### src/rtl/keypad_code_lock.sv
`default_nettype none
// +--------------------------------------------------------------------------+
// | keypad_code_lock : PIN entry, compare, lockout and re-programming FSM    |
// | rev 1.0                                                                  |
// +--------------------------------------------------------------------------+
module keypad_code_lock #(
   parameter int                  DIGITS         = 4,
   parameter logic [4*DIGITS-1:0] DEFAULT_CODE   = 16'h1234,
   parameter int                  MAX_FAILS      = 3,
   parameter int                  LOCKOUT_CYCLES = 1000,
   parameter int                  IDLE_TIMEOUT   = 5000
) (
   input  logic       clk,
   input  logic       rst,
   input  logic [3:0] key_code,
   input  logic       lock_cmd,
   output logic       unlocked,
   output logic       bad_attempt,
   output logic       code_changed,
   output logic       locked_out,
   output logic [2:0] digit_count
);

   localparam int c_TMR_MAX = (LOCKOUT_CYCLES > IDLE_TIMEOUT) ? LOCKOUT_CYCLES : IDLE_TIMEOUT;
   localparam int c_TW      = $clog2(c_TMR_MAX + 1);
   localparam int c_FW      = $clog2(MAX_FAILS + 1);

   localparam logic [c_TW-1:0] c_IDLE_LAST = c_TW'(IDLE_TIMEOUT - 1);
   localparam logic [c_TW-1:0] c_IDLE_STOP = c_TW'(IDLE_TIMEOUT);
   localparam logic [c_TW-1:0] c_LOCK_INIT = c_TW'(LOCKOUT_CYCLES);
   localparam logic [c_FW-1:0] c_FAIL_LAST = c_FW'(MAX_FAILS - 1);
   localparam logic [c_FW-1:0] c_FAIL_MAX  = c_FW'(MAX_FAILS);
   localparam logic [2:0]      c_DIGITS    = 3'(DIGITS);

   typedef enum logic [1:0] {
      S_LOCKED  = 2'd0,
      S_CHECK   = 2'd1,
      S_OPEN    = 2'd2,
      S_LOCKOUT = 2'd3
   } state_t;

   state_t                r_state;
   logic [4*DIGITS-1:0]   r_code;
   logic [4*DIGITS-1:0]   r_buf;
   logic [2:0]            r_cnt;
   logic                  r_ovf;
   logic [c_FW-1:0]       r_fails;
   logic [c_TW-1:0]       r_idle;
   logic [c_TW-1:0]       r_lock;

   logic w_key_ev, w_digit, w_star, w_full, w_empty, w_match;

   assign w_key_ev = (key_code <= 4'd11);
   assign w_digit  = (key_code <= 4'd9);
   assign w_star   = (key_code == 4'd11);
   assign w_full   = (r_cnt == c_DIGITS) && !r_ovf;
   assign w_empty  = (r_cnt == 3'd0) && !r_ovf;
   assign w_match  = w_full && (r_buf == r_code);

   assign digit_count = r_cnt;

   always_ff @(posedge clk or negedge rst) begin
      if (!rst) begin
         r_state      <= S_LOCKED;
         r_code       <= DEFAULT_CODE;
         r_buf        <= '0;
         r_cnt        <= '0;
         r_ovf        <= 1'b0;
         r_fails      <= '0;
         r_idle       <= '0;
         r_lock       <= '0;
         unlocked     <= 1'b0;
         bad_attempt  <= 1'b0;
         code_changed <= 1'b0;
         locked_out   <= 1'b0;
      end else begin
         bad_attempt  <= 1'b0;
         code_changed <= 1'b0;
         case (r_state)
            S_LOCKED, S_OPEN: begin
               // relock request wins over any key arriving in the same cycle
               if (r_state == S_OPEN && lock_cmd) begin
                  r_state  <= S_LOCKED;
                  unlocked <= 1'b0;
                  r_buf    <= '0;
                  r_cnt    <= '0;
                  r_ovf    <= 1'b0;
                  r_idle   <= '0;
               end else if (w_key_ev) begin
                  r_idle <= '0;
                  if (w_digit) begin
                     if (r_cnt < c_DIGITS) begin
                        r_buf <= {r_buf[4*DIGITS-5:0], key_code};
                        r_cnt <= r_cnt + 3'd1;
                     end else begin
                        r_ovf <= 1'b1;
                     end
                  end else if (w_star) begin
                     r_buf <= '0;
                     r_cnt <= '0;
                     r_ovf <= 1'b0;
                  end else if (r_state == S_LOCKED) begin
                     r_state <= S_CHECK;
                  end else begin
                     r_buf <= '0;
                     r_cnt <= '0;
                     r_ovf <= 1'b0;
                     if (w_full) begin
                        r_code       <= r_buf;
                        code_changed <= 1'b1;
                     end else if (w_empty) begin
                        r_state  <= S_LOCKED;
                        unlocked <= 1'b0;
                     end else begin
                        bad_attempt <= 1'b1;
                     end
                  end
               end else if (r_idle == c_IDLE_LAST) begin
                  r_buf <= '0;
                  r_cnt <= '0;
                  r_ovf <= 1'b0;
                  if (r_state == S_OPEN) begin
                     r_state  <= S_LOCKED;
                     unlocked <= 1'b0;
                     r_idle   <= '0;
                  end else begin
                     r_idle <= c_IDLE_STOP;
                  end
               end else if (r_idle != c_IDLE_STOP) begin
                  r_idle <= r_idle + c_TW'(1);
               end
            end

            S_CHECK: begin
               r_buf  <= '0;
               r_cnt  <= '0;
               r_ovf  <= 1'b0;
               r_idle <= '0;
               if (w_match) begin
                  r_state  <= S_OPEN;
                  unlocked <= 1'b1;
                  r_fails  <= '0;
               end else begin
                  bad_attempt <= 1'b1;
                  if (r_fails >= c_FAIL_LAST) begin
                     r_state    <= S_LOCKOUT;
                     locked_out <= 1'b1;
                     r_lock     <= c_LOCK_INIT;
                     r_fails    <= c_FAIL_MAX;
                  end else begin
                     r_state <= S_LOCKED;
                     r_fails <= r_fails + c_FW'(1);
                  end
               end
            end

            S_LOCKOUT: begin
               // leave on the edge where the countdown hits zero
               if (r_lock <= c_TW'(1)) begin
                  r_lock     <= '0;
                  r_state    <= S_LOCKED;
                  locked_out <= 1'b0;
                  r_fails    <= '0;
                  r_idle     <= '0;
               end else begin
                  r_lock <= r_lock - c_TW'(1);
               end
            end

            default: begin
               r_state <= S_LOCKED;
            end
         endcase
      end
   end

endmodule
`default_nettype wire
### config.mk
export PLATFORM = sky130hd
export DESIGN_NAME = keypad_code_lock
export DESIGN_NICKNAME = d
export VERILOG_FILES = /design/src/rtl/keypad_code_lock.sv
export SDC_FILE = /design/constraint.sdc
export NUM_CORES = 1
export LEC_CHECK = 0
export ABC_AREA = 1
export BUFFER_PORTS_ARGS = -buffer_cell sky130_fd_sc_hd__buf_2
export CORE_MARGIN = 5
export CORE_UTILIZATION = 35
export CTS_CLUSTER_SIZE = 28
export DETAILED_ROUTE_END_ITERATION = 7
export PLACE_DENSITY = 0.57
export SLEW_MARGIN = 20
export SYNTH_ARGS = -nofsm -noshare
export SYNTH_HDL_FRONTEND = slang
export SYNTH_SLANG_ARGS = --single-unit
### constraint.sdc
create_clock -name clk -period 1.5 [get_ports clk]
set_input_delay 0.225 -clock clk [delete_from_list [all_inputs] [get_ports clk]]
set_output_delay 0.225 -clock clk [all_outputs]
set_load 0.05 [all_outputs]
* Word-level counts from Yosys, hierarchy flattened *
Index checks and enable logic that the tools add are counted.

storage, ports and cells
  word-level logic and storage cells = 151
  input bits = 7
  output and inout bits = 7
  bits in registers = 70

operators by class
  muxes and demuxes = 82
  add/sub/neg operators = 4
  $lt $le $gt $ge = 5
  eq/ne operators = 25
  reductions and logical operators = 19
  bitwise logic cells = 4

operator list
  kind                                                   number
  two-way mux 13 bit                                     9
  two-way mux 16 bit                                     7
  one-hot mux 13 bit (3 select lines)                    1
  two-way mux 1 bit                                      35
  one-hot mux 16 bit (2 select lines)                    1
  two-way mux 2 bit                                      14
  inequality test 4 bit (second input constant)          7
  one-hot mux 13 bit (2 select lines)                    1
  inequality test 5 bit (second input constant)          5
  two-way mux 3 bit                                      7
  equality test 16 bit                                   1
  AND reduction 7 bit                                    2
  adder 13 x 1 -> 13 bit (second input constant)         1
  equality test 13 bit (second input constant)           1
  <= comparator 13 x 1 -> 1 bit (second input constant)  1
  inequality test 13 bit (second input constant)         1
  subtractor 13 x 1 -> 13 bit (second input constant)    1
  AND reduction 4 bit                                    3
  AND reduction 9 bit                                    1
  <= comparator 4 bit (second input constant)            2
  inequality test 2 bit (second input constant)          4
  one-hot mux 1 bit (2 select lines)                     4
  inequality test 6 bit (second input constant)          1
  one-hot mux 2 bit (3 select lines)                     1
  19 further kinds                                       28

* Longest topological paths before layout *
  depth after elaboration = 10
  gate-level depth with buffers = 14
  mapped depth without buffers = 12

* Least setup slack after synthesis *
OpenSTA, ideal clock, no wires.

  path type = reg2reg
  start point = reg r_cnt[0] (netlist: digit_count[0])
  end point = reg r_code[0]
  data arrival time = 1.739 ns
  clock period less this slack = 1.871 ns
  cell stages (with the launch flop) = 11
  slack = -0.371 ns
  required time = 1.368 ns
  cells stage by stage = dfrtp_1 -> inv_1 -> ha_1 -> inv_1 -> nor3_2 -> nand2_1 -> nor2_1 -> nand2_1 -> clkbuf_1 -> nand2_1 -> o21ai_0

on the way
  cells in the longest elaborated chain, start to end = 3

RTL lines
  element                        line  RTL
  start, declared                45    logic [2:0] r_cnt;
  start signal, assigned         94    r_cnt <= r_cnt + 3'd1;
  equality test 3 bit            56    assign w_full = (r_cnt == c_DIGITS) && !r_ovf;
  logical AND 1 bit              56
  AND reduction 7 bit (no line)  --
  end signal, assigned           109   r_code <= r_buf;
  end, declared                  43    logic [4*DIGITS-1:0] r_code;

No other way between the ends.
A chain may end at the register's enable or synchronous reset.

* Final worst setup path *
  start point = reg r_idle[1]
  end point = reg r_cnt[2] (netlist: digit_count[2])

on the way
  cells in the longest elaborated chain, start to end = 3

RTL lines
  element                          line  RTL
  start, declared                  48    logic [c_TW-1:0] r_idle;
  start signal, assigned           127   r_idle <= c_IDLE_STOP;
  start signal, assigned           130   r_idle <= r_idle + c_TW'(1);
  equality test 13 bit             118   end else if (r_idle == c_IDLE_LAST) begin
  inequality test 4 bit (no line)  --
  AND reduction 4 bit (no line)    --

No other way between the ends.

==> impl_metrics.tcl <==
set metrics [dict create \
    p_int_mw 6.11 \
    cts.sinks 70 \
    p_per_area_nw_per_um2 1660 \
    grt_pass1_vias 3864 \
    yosysSeqAreaShare_pct 43.4 \
    rsz0062_at_grt "yes" \
    max_stage_delay_ns 0.36 \
    layout_setup_ws_ns -0.178 \
    drt-initial-drc-count 156 \
    dr.pass1.iters 4 \
    wl_per_cell_um 13.0 \
    synth_top_cell_area_share_pct 40.1 \
    synth_top_flop_cell "dfrtp_1" \
    clk_latency_ns 0.34 \
    antenna_cells 0 \
    criticalPathCategory "flop to flop" \
    routed_wl_mm 10.8 \
    fin_nets 696 \
    die_h_um 118 \
    post-route-util_pct 53.9 \
    status "finished with violations" \
    mappedNetlistNets 555 \
    cpLargestDelayFamily "simple AND/OR/NAND/NOR gates" \
    die_w_um 118 \
    area_delta_synth_final_pct 51.2 \
    total_power_mw 10.2 \
    fp-row-count 39 \
    fill_cells 1011 \
    cpMostUsedCell "nand2_2" \
    critPathMaxFanout 6 \
    leakage_nw 3.07 \
    yosysWarnings 0 \
    synth_seq_cells 70 \
    fin_skew_ns 0.00699 \
    io_pins 14 \
    tightest_slew_ns 0.394 \
    vias_per_cell 4.66 \
    switching_power_mw 4.07 \
    netlist-cell-type-count 38 \
    hold_slack_ns 0.192 \
    gr-total-overflow 0 \
    syn_inst 542 \
    relSlewSlack_pct 73.7 \
    ir_drop_mv 1.09 \
    grtUsageTotal_pct 15.9 \
    numPortBuffers 13 \
    synth_area_leader_cell "dfrtp_1" \
    place_inst 789 \
    crit_buf_inv 2 \
    hpwlAfterDp_mm 7.09 \
    period_needed_ns 1.68 \
    pre_cts_ws_ns -0.228 \
    crit_required_ns 1.72 \
    stdcell_count 831 \
    slowest_stage "dfrtp_1" \
    fin_crit_sh_pct 112 \
    fmax_mhz 596 \
    cts_buffers 9 \
    antenna_found_initial 0 \
    gp_congestion 0.877 \
    core-area_sq_um 11400 \
    cts_tree "yes" \
    min_path_type "input pin to flop" \
    syn_area_sq_um 4060 \
    path_clk_slew_ns 0.06 \
    hold_viol 0 \
    drv_slew 0 \
    synth_area_leaders "dfrtp_1, nand2_1, inv_1" \
    crit_chain "ha_2 > nand2_2 > nor2_2 > nand3_2 > nand2_2 > inv_4 > nor2_4 > nand3_4 > clkbuf_16 > nand2_4 > o21ai_2" \
    grt_pass1_wl_mm 18.4 \
    drive_above_1_share_pct 45.2 \
    violations "negative setup slack" \
    async_reset_ff_share_pct 100 \
    vias 3874 \
    synth.avg_cell_area_sq_um 7.48 \
    pwr-share-seq_pct 27.4 \
    ant_nets 0 \
    switching_share_pct 40.0 \
    clk_path_buf_depth 2 \
    setup_viol 68 \
    dieArea_sq_um 13800 \
    worstPathArrival_ns 1.90 \
    synth-edff-count 0 \
    cts_root_buf "clkbuf_16" \
    grt_start_max_net_pins 71 \
    p_comb_share_pct 51.7 \
    drc 0 \
    initial_core_util_pct 35.7 \
    clkPwrFrac_pct 20.9 \
    htreeDepth 3 \
    cp-end-kind "flop" \
    drv_cap 0 \
    start_kind "flop" \
]
area by class of cell:
class	count	area (sq um)	share of cell area (%)
clock buffer	10	229	3.73
clock inverter	6	63.8	1.04
inverter	75	314	5.12
multi-input combinational	384	2360	38.5
sequential	70	1760	28.7
tap	143	179	2.92
timing repair buffer	143	1220	20.0
placed cells by master, fill, tap and decap left out, types with 3 or more instances in the layout:
cell type  synthesis  layout
nand3_1           33      29
a21oi_1           11       6
ha_1               6       3
buf_6              5       7
buf_4              1     112
dfrtp_2            0       4
nor2_2             6      13
inv_1             70      59
a21oi_2            0       5
nand3_2            1       5
dfrtp_1           65      61
o21ai_1           15      20
buf_12             0       5
nor2_4             2       4
o21ai_2            4      23
inv_4              0       5
nor3_2             3       3
nor3_1             6       5
inv_2              4       9
nand2_2            8      43
nand4_1           10      10
o21ai_0           28       4
nand2_4            2      21
xor2_1            16      16
nor2_1            43      34
clkbuf_16          0      12
dfstp_2            5       5
xnor2_1            3       3
buf_2              3      13
nand2_1          174     119
worst register-to-register path, delay by kind of cell, from the launching register on:
family	cells	cell delay (ns)
flip-flops	1	0.36
AND/OR/NAND/NOR	7	0.71
adder cells (fa/ha/maj)	1	0.20
buffers and inverters	2	0.25
AO/OA/AOI/OAI	1	0.05
state kept, by name (all words and copies together) (netlist names), 2 cells and up:
| name | flops |
|---|---|
| r_idle | 13 |
| r_code | 16 |
| r_lock | 13 |
| r_buf | 16 |
| digit_count | 3 |
| r_state | 2 |
| r_fails | 2 |
cell usage after synthesis (2+ instances only):
library cell	number
ha_1	6
nand2_1	174
buf_2	3
o21ai_2	4
nor3_1	6
dfstp_2	5
nor3_2	3
xor2_1	16
nor2_2	6
nand3_4	2
nor2_4	2
o21ai_1	15
nand3_1	33
inv_2	4
nor2_1	43
o22ai_1	2
nand4_1	10
dfrtp_1	65
a21oi_1	11
nand2_2	8
xnor2_1	3
nand2_4	2
inv_1	70
buf_6	5
o21ai_0	28
clkbuf_1	4
timing repair:
item,4_1_cts,5_1_grt
pin swaps,17,24
gates cloned,2,3
hold buffers,1,0
setup endpoints to repair,69,70
hold endpoints to repair,65,0
resized for setup,68,83
buffers inserted,10,11
power groups by stage:
stage	registers, mW	clock network (mW)	logic (mW)
after CTS	2.76	2.17	4.67
after global placement	2.77	0	4.27
after floorplan	2.96	0	2.33
after global routing	2.86	2.29	5.78
after detailed placement	2.78	0	4.34
final	2.79	2.12	5.27
metrics by stage:
stage / setup TNS (ns) / cell area (sq um)
floorplan: -3.73 / 4140
global placement: -5.35 / 5110
detailed placement: -7.40 / 5110
CTS: -5.50 / 5700
global route: -15.00 / 6130
finish: -7.84 / 6130
kinds of logic (layout without fill, tap and decap cells):
logic type               count (synthesis)  in the layout  synth area share (%)
AO/OA/AOI/OAI                           64             64                  8.61
XOR/XNOR                                19             19                  4.10
adder cells (fa/ha/maj)                  6              6                  1.85
flip-flops                              70             70                  43.4
buffers and inverters                   88            234                  9.44
AND/OR/NAND/NOR                        295            295                  32.6
metal layers:
metal	global-route usage [%]	up-vias	routed length [um]	share of wire (%)
li1	-	1993	-	-
met1	21.5	1820	5110	47
met2	25.9	52	5240	48
met3	3.70	9	351	3.2
met4	3.87	0	123	1.1
met5	0	-	0	0
worst paths after layout:
kind | slack [ns] | depth (start not counted) | endpoint | start
max | -0.18 | 11 | digit_count[2]$_DFFE_PN0P_ | r_idle[1]$_DFFE_PN0P_
min | 0.19 | 3 | r_buf[0]$_DFFE_PN0P_ | key_code[0]
max reg2reg | -0.18 | 11 | digit_count[2]$_DFFE_PN0P_ | r_idle[1]$_DFFE_PN0P_
min reg2reg | 0.48 | 2 | r_code[12]$_DFFE_PN1P_ | r_code[12]$_DFFE_PN1P_
max in group asynchronous | 0.71 | 3 | r_code[12]$_DFFE_PN1P_ | rst
min in group asynchronous | 0.43 | 3 | r_buf[0]$_DFFE_PN0P_ | rst
Note: power is estimated with default switching activity, not from simulation.
